### src/rtl/div_ctrl_pkg.sv
// Shared definitions for the EX-stage divide sequencer: FSM state encodings,
// start/ready handshake constants reused by EX, and the latched sign context.
package div_ctrl_pkg;

   typedef enum logic [1:0] {
      ST_IDLE = 2'b00,
      ST_ZERO = 2'b01,
      ST_CALC = 2'b10,
      ST_DONE = 2'b11
   } div_state_e;

   localparam logic DivStart          = 1'b1;
   localparam logic DivStop           = 1'b0;
   localparam logic DivResultReady    = 1'b1;
   localparam logic DivResultNotReady = 1'b0;

   // Sign context captured when a request is accepted.
   typedef struct packed {
      logic signed_div;  // 1 = DIV, 0 = DIVU
      logic neg_q;       // quotient must be negated at the end
      logic neg_r;       // remainder must be negated at the end
   } div_sign_t;

endpackage

### src/rtl/div_iter.sv
// One restoring shift-subtract divide step. The partial remainder is widened
// by one bit before the trial subtract, so large divisors never overflow.
module div_iter #(
   parameter int WIDTH = 32
) (
   input  logic [WIDTH-1:0] p_i,
   input  logic [WIDTH-1:0] dividend_i,
   input  logic [WIDTH-1:0] quotient_i,
   input  logic [WIDTH-1:0] divisor_i,
   output logic [WIDTH-1:0] p_o,
   output logic [WIDTH-1:0] dividend_o,
   output logic [WIDTH-1:0] quotient_o
);

   logic [WIDTH:0] shifted;
   logic [WIDTH:0] diff;
   logic           fits;

   // Shift in the next dividend bit, trial-subtract, restore on borrow.
   always_comb begin
      // NOTE: combinational blocks use blocking '=' so later lines see the
      // values computed above them within the same evaluation.
      shifted    = {p_i, dividend_i[WIDTH-1]};
      diff       = shifted - {1'b0, divisor_i};
      // p < divisor holds on entry, so a non-negative difference is below
      // 2^WIDTH and its top bit acts as the borrow flag.
      fits       = ~diff[WIDTH];
      p_o        = fits ? diff[WIDTH-1:0] : shifted[WIDTH-1:0];
      dividend_o = {dividend_i[WIDTH-2:0], 1'b0};
      quotient_o = {quotient_i[WIDTH-2:0], fits};
   end

endmodule

### src/rtl/div_ctrl.sv
// Multi-cycle DIV/DIVU sequencer for the EX stage. Latches operand magnitudes
// and signs on acceptance, runs WIDTH restoring iterations, applies the sign
// fix-up and holds {remainder, quotient} until the instruction leaves EX.
module div_ctrl #(
   parameter int WIDTH = 32
) (
   input  logic               clk,
   input  logic               resetn,
   input  logic               start,
   input  logic               signed_div,
   input  logic [WIDTH-1:0]   opdata1,
   input  logic [WIDTH-1:0]   opdata2,
   input  logic               annul,
   output logic [2*WIDTH-1:0] result,
   output logic               ready,
   output logic               busy,
   output logic               stallreq
);

   import div_ctrl_pkg::*;

   localparam int CNT_W = (WIDTH > 1) ? $clog2(WIDTH) : 1;

   div_state_e         state_q, state_d;
   logic [CNT_W-1:0]   cnt_q, cnt_d;
   logic [WIDTH-1:0]   p_q, p_d;
   logic [WIDTH-1:0]   dvd_q, dvd_d;
   logic [WIDTH-1:0]   quo_q, quo_d;
   logic [WIDTH-1:0]   dvs_q, dvs_d;
   div_sign_t          sign_q, sign_d;
   logic [2*WIDTH-1:0] result_q, result_d;

   logic [WIDTH-1:0]   p_nxt, dvd_nxt, quo_nxt;
   logic               sign1, sign2;
   logic               div_by_zero;
   logic               last_iter;

   assign sign1       = signed_div & opdata1[WIDTH-1];
   assign sign2       = signed_div & opdata2[WIDTH-1];
   assign div_by_zero = (opdata2 == '0);
   assign last_iter   = (cnt_q == CNT_W'(WIDTH - 1));

   // Negation is mod 2^WIDTH, which makes MIN / -1 come out as MIN rem 0.
   function automatic logic [WIDTH-1:0] apply_sign(input logic neg,
                                                   input logic [WIDTH-1:0] v);
      return neg ? -v : v;
   endfunction

   div_iter #(
      .WIDTH (WIDTH)
   ) u_div_iter (
      .p_i        (p_q),
      .dividend_i (dvd_q),
      .quotient_i (quo_q),
      .divisor_i  (dvs_q),
      .p_o        (p_nxt),
      .dividend_o (dvd_nxt),
      .quotient_o (quo_nxt)
   );

   // State register.
   always_ff @(posedge clk or negedge resetn) begin
      // NOTE: sequential state uses non-blocking '<=' so every flop samples
      // pre-edge values regardless of block ordering.
      if (!resetn) state_q <= ST_IDLE;
      else         state_q <= state_d;
   end

   // Next-state logic; annul overrides everything, including a held start.
   always_comb begin
      state_d = state_q;
      if (annul) begin
         state_d = ST_IDLE;
      end else begin
         case (state_q)
            ST_IDLE: if (start == DivStart) state_d = div_by_zero ? ST_ZERO : ST_CALC;
            ST_ZERO: state_d = ST_DONE;
            ST_CALC: if (last_iter) state_d = ST_DONE;
            ST_DONE: if (start == DivStop) state_d = ST_IDLE;
            default: state_d = ST_IDLE;
         endcase
      end
   end

   // Outputs decoded from the state; the stall request is purely combinational.
   always_comb begin
      ready    = (state_q == ST_DONE) ? DivResultReady : DivResultNotReady;
      busy     = (state_q != ST_IDLE);
      stallreq = start & ~ready & ~annul;
      result   = result_q;
   end

   // Datapath next values: operand capture, iteration and result formation.
   always_comb begin
      // NOTE: every target gets a hold default first so no path infers a latch.
      cnt_d    = cnt_q;
      p_d      = p_q;
      dvd_d    = dvd_q;
      quo_d    = quo_q;
      dvs_d    = dvs_q;
      sign_d   = sign_q;
      result_d = result_q;
      if (!annul) begin
         case (state_q)
            ST_IDLE: begin
               if (start == DivStart) begin
                  sign_d = '{signed_div: signed_div,
                             neg_q:      sign1 ^ sign2,
                             neg_r:      sign1};
                  cnt_d  = '0;
                  p_d    = '0;
                  quo_d  = '0;
                  dvs_d  = apply_sign(sign2, opdata2);
                  // Divide by zero reports the dividend untouched, so keep
                  // the raw operand rather than its magnitude.
                  dvd_d  = div_by_zero ? opdata1 : apply_sign(sign1, opdata1);
               end
            end
            ST_ZERO: begin
               result_d = {dvd_q, {WIDTH{1'b1}}};
            end
            ST_CALC: begin
               p_d   = p_nxt;
               dvd_d = dvd_nxt;
               quo_d = quo_nxt;
               cnt_d = cnt_q + CNT_W'(1);
               if (last_iter) begin
                  result_d = {apply_sign(sign_q.signed_div & sign_q.neg_r, p_nxt),
                              apply_sign(sign_q.signed_div & sign_q.neg_q, quo_nxt)};
               end
            end
            default: ;
         endcase
      end
   end

   // Datapath registers; the result register is only written on the way into
   // DONE, which keeps it stable while EX is held.
   always_ff @(posedge clk or negedge resetn) begin
      // NOTE: datapath registers are reset too, so the result bus reads zero
      // after reset instead of stale data.
      if (!resetn) begin
         cnt_q    <= '0;
         p_q      <= '0;
         dvd_q    <= '0;
         quo_q    <= '0;
         dvs_q    <= '0;
         sign_q   <= '0;
         result_q <= '0;
      end else begin
         cnt_q    <= cnt_d;
         p_q      <= p_d;
         dvd_q    <= dvd_d;
         quo_q    <= quo_d;
         dvs_q    <= dvs_d;
         sign_q   <= sign_d;
         result_q <= result_d;
      end
   end

endmodule
### config.mk
export PLATFORM = sky130hd
export DESIGN_NAME = div_ctrl
export DESIGN_NICKNAME = d
export VERILOG_FILES = /design/src/rtl/div_ctrl_pkg.sv /design/src/rtl/div_iter.sv /design/src/rtl/div_ctrl.sv
export SDC_FILE = /design/constraint.sdc
export NUM_CORES = 1
export LEC_CHECK = 0
export ABC_AREA = 1
export BUFFER_PORTS_ARGS = -buffer_cell sky130_fd_sc_hd__buf_2
export CAP_MARGIN = 20
export CORE_UTILIZATION = 55
export DETAILED_ROUTE_END_ITERATION = 12
export PLACE_DENSITY = 0.8
export RECOVER_POWER = 50
export SLEW_MARGIN = 10
export SYNTH_ARGS = -nofsm -noshare
export SYNTH_HDL_FRONTEND = slang
export SYNTH_SLANG_ARGS = --single-unit
### constraint.sdc
create_clock -name clk -period 4.44 [get_ports clk]
set_clock_uncertainty 0.1 [all_clocks]
set_input_delay 0.222 -clock clk [delete_from_list [all_inputs] [get_ports clk]]
set_output_delay 0.222 -clock clk [all_outputs]
set_load 0.01 [all_outputs]
==> metrics.txt, run 1 <==
status finished with violations; violated checks capacitance limit, slew limit; die area 0.02691 sq mm; worst-case register-to-register setup slack roughly 370 ps; crit path to result[28]; number of antenna violations at the first check in global routing 0; most area-consuming cells after synthesis dfrtp_1 (35%), nand2_1 (15%), inv_1 (7.9%), o21ai_0 (6.0%), nor2_1 (4.6%); Reg2Reg Capture Point result[28]; Final Setup Violations 0; Syn Inst Count about 2,100; last weighted congestion value of the routability-driven placer ~1; clock sink total 201; most area-hungry cell type in the Yosys netlist dfrtp_1; final antenna-violating net count 0; largest family of logic cells by synthesized area simple AND/OR/NAND/NOR gates; minimum setup slack after placement approximately 100 ps; maximum buffer depth of the clock tree 3; worst-path cell with the longest stage delay dfrtp_1; worst hold slack 6.368 ps; Synth Area per Inst slightly below 7 sq um; number of inserted diodes 0; worst-path fanout max 9; dpl cell area roughly 0.015 sq mm; CTS tree built; syn_nets ~2,200; period utilisation layout between 90% and 100%; Required @ worst endpoint ~4800 ps; total buffers and inverters traversed by the critical path 2; Crit. path cell count 26; final critical-path required period about 4100 ps; CP Launch Point dvd_q[31]; drt first pass iters 6; Clk Latency, worst-skew pair roughly 530 ps; grt met2 use a little over half; most used cell along the critical path nand2_1; longest individual stage delay on the worst path 370 ps; setup slack after layout 366.2 ps; GR Util met1 41.19%; # port buffers between 100 and 150; Total Routed Length 43,210 um; Seq/Total Area, Yosys a little over a third; residual DRC count 0; Fin. Hold Viols 0; post-detailed-route wirelength per cell between 15 and 20 um; measured slew at the worst slew-check pin between 3000 and 4000 ps; fraction of the mapped netlist area in simple logic gates 29.33%; ys async rst share 100.0%; via count normalized by instance count around 5.6; layout overhead on the synthesized area 13.97%; die boundary height around 160 um; synthesized-area fraction occupied by xor and xnor cells between 4 and 5%; list of most frequent post-synthesis cells nand2_1 (596), inv_1 (304), dfrtp_1 (201), nor2_1 (176), o21ai_0 (172); DP HPWL approximately 31,000 um; number of global-route vias before repair approximately 14,000; Clock Root Buffer clkbuf_16; GRT Resource Usage Total 32.11%; Arr. time, crit path between 4000 and 5000 ps; Max Transition Viols Final 117; kind of cell adding the most delay to the critical path simple AND/OR/NAND/NOR gates; global-route met3 utilization a little over 3%; worst slew margin relative to its limit -105.8%; achievable frequency 0.2455 GHz; type of origin of the critical path flip-flop; Initial Utilization between 50% and 60%; largest net degree at the start of global routing around 120; Crit. End Element flip-flop; source of the worst register-to-register timing path dvd_q[31]; netlist area before placement ~0.014 sq mm; x dimension of the die 164.0 um; fraction of synthesized cell area taken by the top area cell type a little over a third; synthesized flop and latch total about 200; type of the setup path with the least slack reg2reg; NumNets Final roughly 2,400; worst reg-to-reg path cell count 26; max-capacitance violation count 1; Yosys warning count 0; dominant synthesized flop cell dfrtp_1; layout cell share with drive strength beyond 1 9.222%; post-synthesis compound-gate area fraction 16.53%; final std cell area, no fill 0.01646 sq mm; kind of path behind the tightest hold check in2reg; H-Tree Depth 1; CTS clk-pin slew, worst paths 60 ps; count of boundary I/O pins roughly 140; post-synthesis share of cell area spent on full adders, half adders and majority gates between 3 and 4%; core region area ~0.025 sq mm; final global-route overflow total 0; dominant cell by count in the synthesized netlist nand2_1; total number of vias around 15,000; count of flip-flops with a built-in enable after synthesis 0; portion of netlist area occupied by mux cells less than 1%; first-pass GRT wire length ~70,000 um; number of distinct library cells after synthesis 56; total clock buffers created by CTS 24; site row count just under 60; busiest grt layer met2; detailed router's first-iteration violation count about 1,400
==> per-layer routing <==
metal / vias to the layer above / share of wire, %
met1: 6864 / 42
met4: 0 / 4.4
li1: 7172 / -
met5: - / 0
met2: 604 / 48
met3: 133 / 5.9
==> worst min path at each step <==
| stage | startpoint | end | slack (ps) | cells after the start |
|---|---|---|---|---|
| after floorplan | resetn | cnt_q[0] | -170 | 0 |
| after global placement | resetn | p_q[18] | 320 | 1 |
| after detailed placement | resetn | p_q[18] | 330 | 1 |
| after CTS | opdata2[16] | dvs_q[16] | 2 | 3 |
| after global routing | opdata1[23] | dvd_q[23] | 30 | 4 |
| final | opdata1[21] | dvd_q[21] | 6 | 4 |
==> cell type report <==
class	count	area, sq um
fillers	2275	9011
multi-input cells	1544	7921
flip-flops and latches	201	5030
inverters	310	1164
repair buffers	191	1114
clock buffers	33	715.7
well taps	330	412.9
clock inverters	9	103.9
==> worst reg2reg max path: cells and delay by family, from the launching register on <==
family,cells,cell delay (ps)
compound gates,2,280
simple gates,19,2340
flops,1,370
fa+ha+maj,3,710
buf+inv,2,180
==> flip-flops by register name (all words and copies together) (netlist names) <==
name     count
state_q      2
sign_q       3
cnt_q        5
dvd_q       32
p_q         32
quo_q       31
dvs_q       32
result      64
==> layout by cell type, fill, tap and decap left out, types with 5 or more instances in the layout <==
cell / netlist / final
inv_1: 304 / 303
nand3b_1: 5 / 5
o21ai_1: 26 / 27
nand3_1: 113 / 111
o21ai_2: 9 / 9
o221ai_1: 5 / 5
nand2_4: 5 / 5
ha_1: 42 / 41
o22a_1: 11 / 11
clkbuf_1: 55 / 68
buf_4: 5 / 18
o21ai_0: 172 / 171
nor3_1: 40 / 37
o22ai_1: 62 / 62
clkbuf_8: 0 / 6
a2bb2oi_1: 8 / 8
nor2_2: 6 / 7
clkbuf_16: 0 / 25
nor4_1: 7 / 7
dfrtp_1: 201 / 201
nor2_1: 176 / 175
xnor2_1: 30 / 30
o21bai_1: 5 / 5
nand4_1: 12 / 12
buf_2: 6 / 68
a21oi_1: 94 / 94
dlygate4sd3_1: 0 / 33
nand2_1: 596 / 595
inv_2: 6 / 7
xor2_1: 50 / 50
nand2_2: 25 / 26
==> stage by stage <==
stage                     setup TNS (ps)  std cells  util, %
after global routing              -2.192       2618    64.62
after global placement                 0       2542    60.28
after CTS                              0       2617    64.79
after detailed placement               0       2542    60.28
final                                  0       2618    64.62
after floorplan                        0       2133        -
==> repair_timing <==
action                                 4_1_cts  5_1_grt
setup endpoints to repair                    0       20
endpoints found under the hold margin      148        0
hold buffers                                33        0
buffers inserted                             0        1
resized for setup                            0       14
==> logic make-up after synthesis <==
group	after synthesis
buffers and inverters	388
muxes	1
xor gates and xnor gates	80
adders and majority gates	43
AOI/OAI and AO/OA	416
and+or+nand+nor	1004
DFF	201
Power of run 1 is not shown: default switching activity piles up to over one toggle a cycle in this logic, so the estimate is an artifact.
==> inputs of run 2 (changes only) <==
--- a/config.mk
+++ b/config.mk
@@ -8,11 +8,13 @@
 export ABC_AREA = 1
 export BUFFER_PORTS_ARGS = -buffer_cell sky130_fd_sc_hd__buf_2
 export CAP_MARGIN = 20
-export CORE_UTILIZATION = 55
+export CORE_UTILIZATION = 56
+export CTS_CLUSTER_SIZE = 40
 export DETAILED_ROUTE_END_ITERATION = 12
 export PLACE_DENSITY = 0.8
 export RECOVER_POWER = 50
 export SLEW_MARGIN = 10
 export SYNTH_ARGS = -nofsm -noshare
 export SYNTH_HDL_FRONTEND = slang
+export SYNTH_HIERARCHICAL = 1
 export SYNTH_SLANG_ARGS = --single-unit
==> run 2 against run 1 <==
Effect of this change: the run still ends with capacitance limit, slew limit left; setup slack better by 240 ps; critical path depth is 2 lower; count of clock-buffer cells in the layout is 1 higher; first-iteration DRC count is 13% higher; sequential cell count stayed put; utilization is 2.1 points lower; cell count is 14% higher; critical path type unchanged; largest cell class unchanged.
==> metrics.txt, run 2 <==
Required @ worst endpoint 4750 ps (was 4760 ps); Resize count post-CTS 0 (unchanged); worst slew margin relative to its limit -85.79% (was -105.8%); largest net degree at the start of global routing 109 (was 117); Synth Area per Inst 6.415 sq um (was 6.771 sq um); residual DRC count 0 (unchanged); Final Setup Violations 0 (unchanged); RSZ-0062 raised after global routing false; Arr. time, crit path 4140 ps (was 4390 ps); post-detailed-route wirelength per cell 16.22 um (was 16.50 um); first-pass GRT wire length 77,560 um (was 68,270 um); kind of path behind the tightest hold check in2reg (unchanged); number of global-route vias before repair 15,183 (was 13,919); die area 0.02939 sq mm (was 0.02691 sq mm); via count normalized by instance count 5.503 (was 5.643); count of boundary I/O pins 136 (unchanged); Fin. Hold Viols 0 (unchanged); IR drop worst, VDD approximately 0.62 mV; detailed router's first-iteration violation count 1,618 (was 1,438); layout cell share with drive strength beyond 1 8.520% (was 9.222%); dpl cell area 0.01637 sq mm (was 0.01535 sq mm); final antenna-violating net count 0 (unchanged); most frequent cells in the layout nand2_1 (885), inv_1 (303), nor2_1 (235) (was nand2_1 (595), inv_1 (303), dfrtp_1 (201)); GRT Resource Usage Total 33.44% (was 32.11%); number of antenna violations at the first check in global routing 0 (unchanged); final global-route overflow total 0 (unchanged); Total Routed Length 48,200 um (was 43,210 um); violated checks capacitance limit, slew limit (unchanged); period utilisation layout 86.32% (was 91.75%); # fillers 2,687 (was 2,275); Max Transition Viols Final 108 (was 117); netlist area before placement 0.01608 sq mm (was 0.01444 sq mm); setup slack after layout 607.5 ps (was 366.2 ps); minimum setup slack after placement 668.1 ps (was 104.7 ps); wire length on met2 21,730 um (was 20,710 um); total met3 wirelength after detailed routing 3586 um (was 2543 um); max-capacitance violation count 1 (unchanged); Clock Root Buffer clkbuf_16 (unchanged); die boundary height 171.4 um (was 164.0 um); measured slew at the worst slew-check pin 2787 ps (was 3087 ps); last weighted congestion value of the routability-driven placer 0.9958 (was 1.000); most common cell after layout, fill and taps aside nand2_1 (unchanged); type of origin of the critical path flip-flop (unchanged); H-Tree Depth 1 (unchanged); wl on met1 20,840 um (was 18,080 um); NumNets Final 2,690 (was 2,384); final std cell area, no fill 0.01750 sq mm (was 0.01646 sq mm); Clk Latency, worst-skew pair 520 ps (was 530 ps); drt first pass iters 6 (unchanged); clock sink total 201 (unchanged); total number of vias 16,356 (was 14,773); total clock buffers created by CTS 22 (was 24); CTS tree built (unchanged); type of the setup path with the least slack reg2reg (unchanged); Crit. End Element flip-flop (unchanged); layout overhead on the synthesized area 8.865% (was 13.97%); Yosys warning count 6 (was 0); Syn Inst Count 2,506 (was 2,133); P per Cell Area between 800 and 900 mW/mm^2; number of inserted diodes 0 (unchanged); syn_nets 2,618 (was 2,245); status finished with violations (unchanged); core region area 0.02801 sq mm (was 0.02547 sq mm); final-layout setup total negative slack 0 ps (unchanged); Leakage Power approximately 9.3 nW; flip-flop count of the largest register, all copies and words added 64 (unchanged); site row count 61 (was 58); CTS clk-pin slew, worst paths 60 ps (about the same); final critical-path required period 3833 ps (was 4074 ps); x dimension of the die 171.4 um (was 164.0 um); maximum buffer depth of the clock tree 3 (unchanged); achievable frequency 0.2609 GHz (was 0.2455 GHz); DP HPWL 36,080 um (was 31,350 um); topmost layer with routed signal wires met4 (unchanged); # port buffers 135 (unchanged); Initial Utilization 57.39% (was 56.70%); worst-path fanout max 33 (was 9)
run 2: routing by layer:
metal | vias to the layer above | track usage (%)
li1 | 8000 | -
met1 | 7561 | 45.87
met2 | 672 | 53.25
met3 | 123 | 4.211
met4 | 0 | 13.66
met5 | - | 0
run 2: timing repair:
item,4_1_cts,5_1_grt
endpoints found under the hold margin,157,0
hold buffers,49,0
buffers inserted,0,0
run 2: area by class of cell:
class / count / area, sq um / share of cell area [%]
Multi-Input combinational cell: 1832 / 8876 / 50.72
Tap cell: 378 / 473.0 / 2.703
Timing Repair Buffer: 192 / 1157 / 6.613
Sequential cell: 201 / 5030 / 28.74
Clock inverter: 6 / 71.32 / 0.4075
Inverter: 329 / 1237 / 7.071
Clock buffer: 34 / 655.6 / 3.746
run 2: through the flow:
stage	util (%)	instances	power [mW]	hold slack [ps]
floorplan	-	2506	9.982	-173.6
global placement	58.45	2883	12.17	294.0
detailed placement	58.45	2883	12.30	291.8
CTS	62.80	2972	14.24	3.543
global route	62.48	2972	15.60	28.54
finish	62.48	2972	14.40	8.188
run 2: final timing paths:
check | cells after the start | start | to | slack (ps)
setup reg to reg | 24 | dvd_q[31] | result[56] | 610
setup / recovery | 24 | dvd_q[31] | result[56] | 610
max in group asynchronous | 2 | resetn | dvs_q[10] | 1560
hold / removal | 5 | opdata1[12] | dvd_q[12] | 8
hold reg to reg | 2 | sign_q[0] | sign_q[0] | 370
min in group asynchronous | 2 | resetn | p_q[26] | 990
run 2: where the power goes:
part | total, mW | switching, mW | internal, mW
clock network | 1.83 | 0.756 | 1.08
registers | 3.13 | 0.592 | 2.54
logic | 9.44 | 6.68 | 2.76
total | 14.4 | 8.02 | 6.38
run 2: worst max-delay path: stages (launching register included):
cell and delay [ps]:
dfrtp_1 380, inv_1 60, ha_1 220, fa_1 410, inv_1 110, nand2_1 60, nand2_1 70, nand3_1 80
nand2_2 110, nand2_1 70, nand2_2 80, nand2_2 70, nand3_1 130, nand2_4 230, nand2_1 130, nand2_1 60
inv_1 130, ha_1 250, nand3_2 140, nor2_4 180, nand3_2 140, o21ai_2 250, nand4_1 120, nand3_1 100
nand2_1 50
Note: power is estimated with default switching activity, not from simulation.
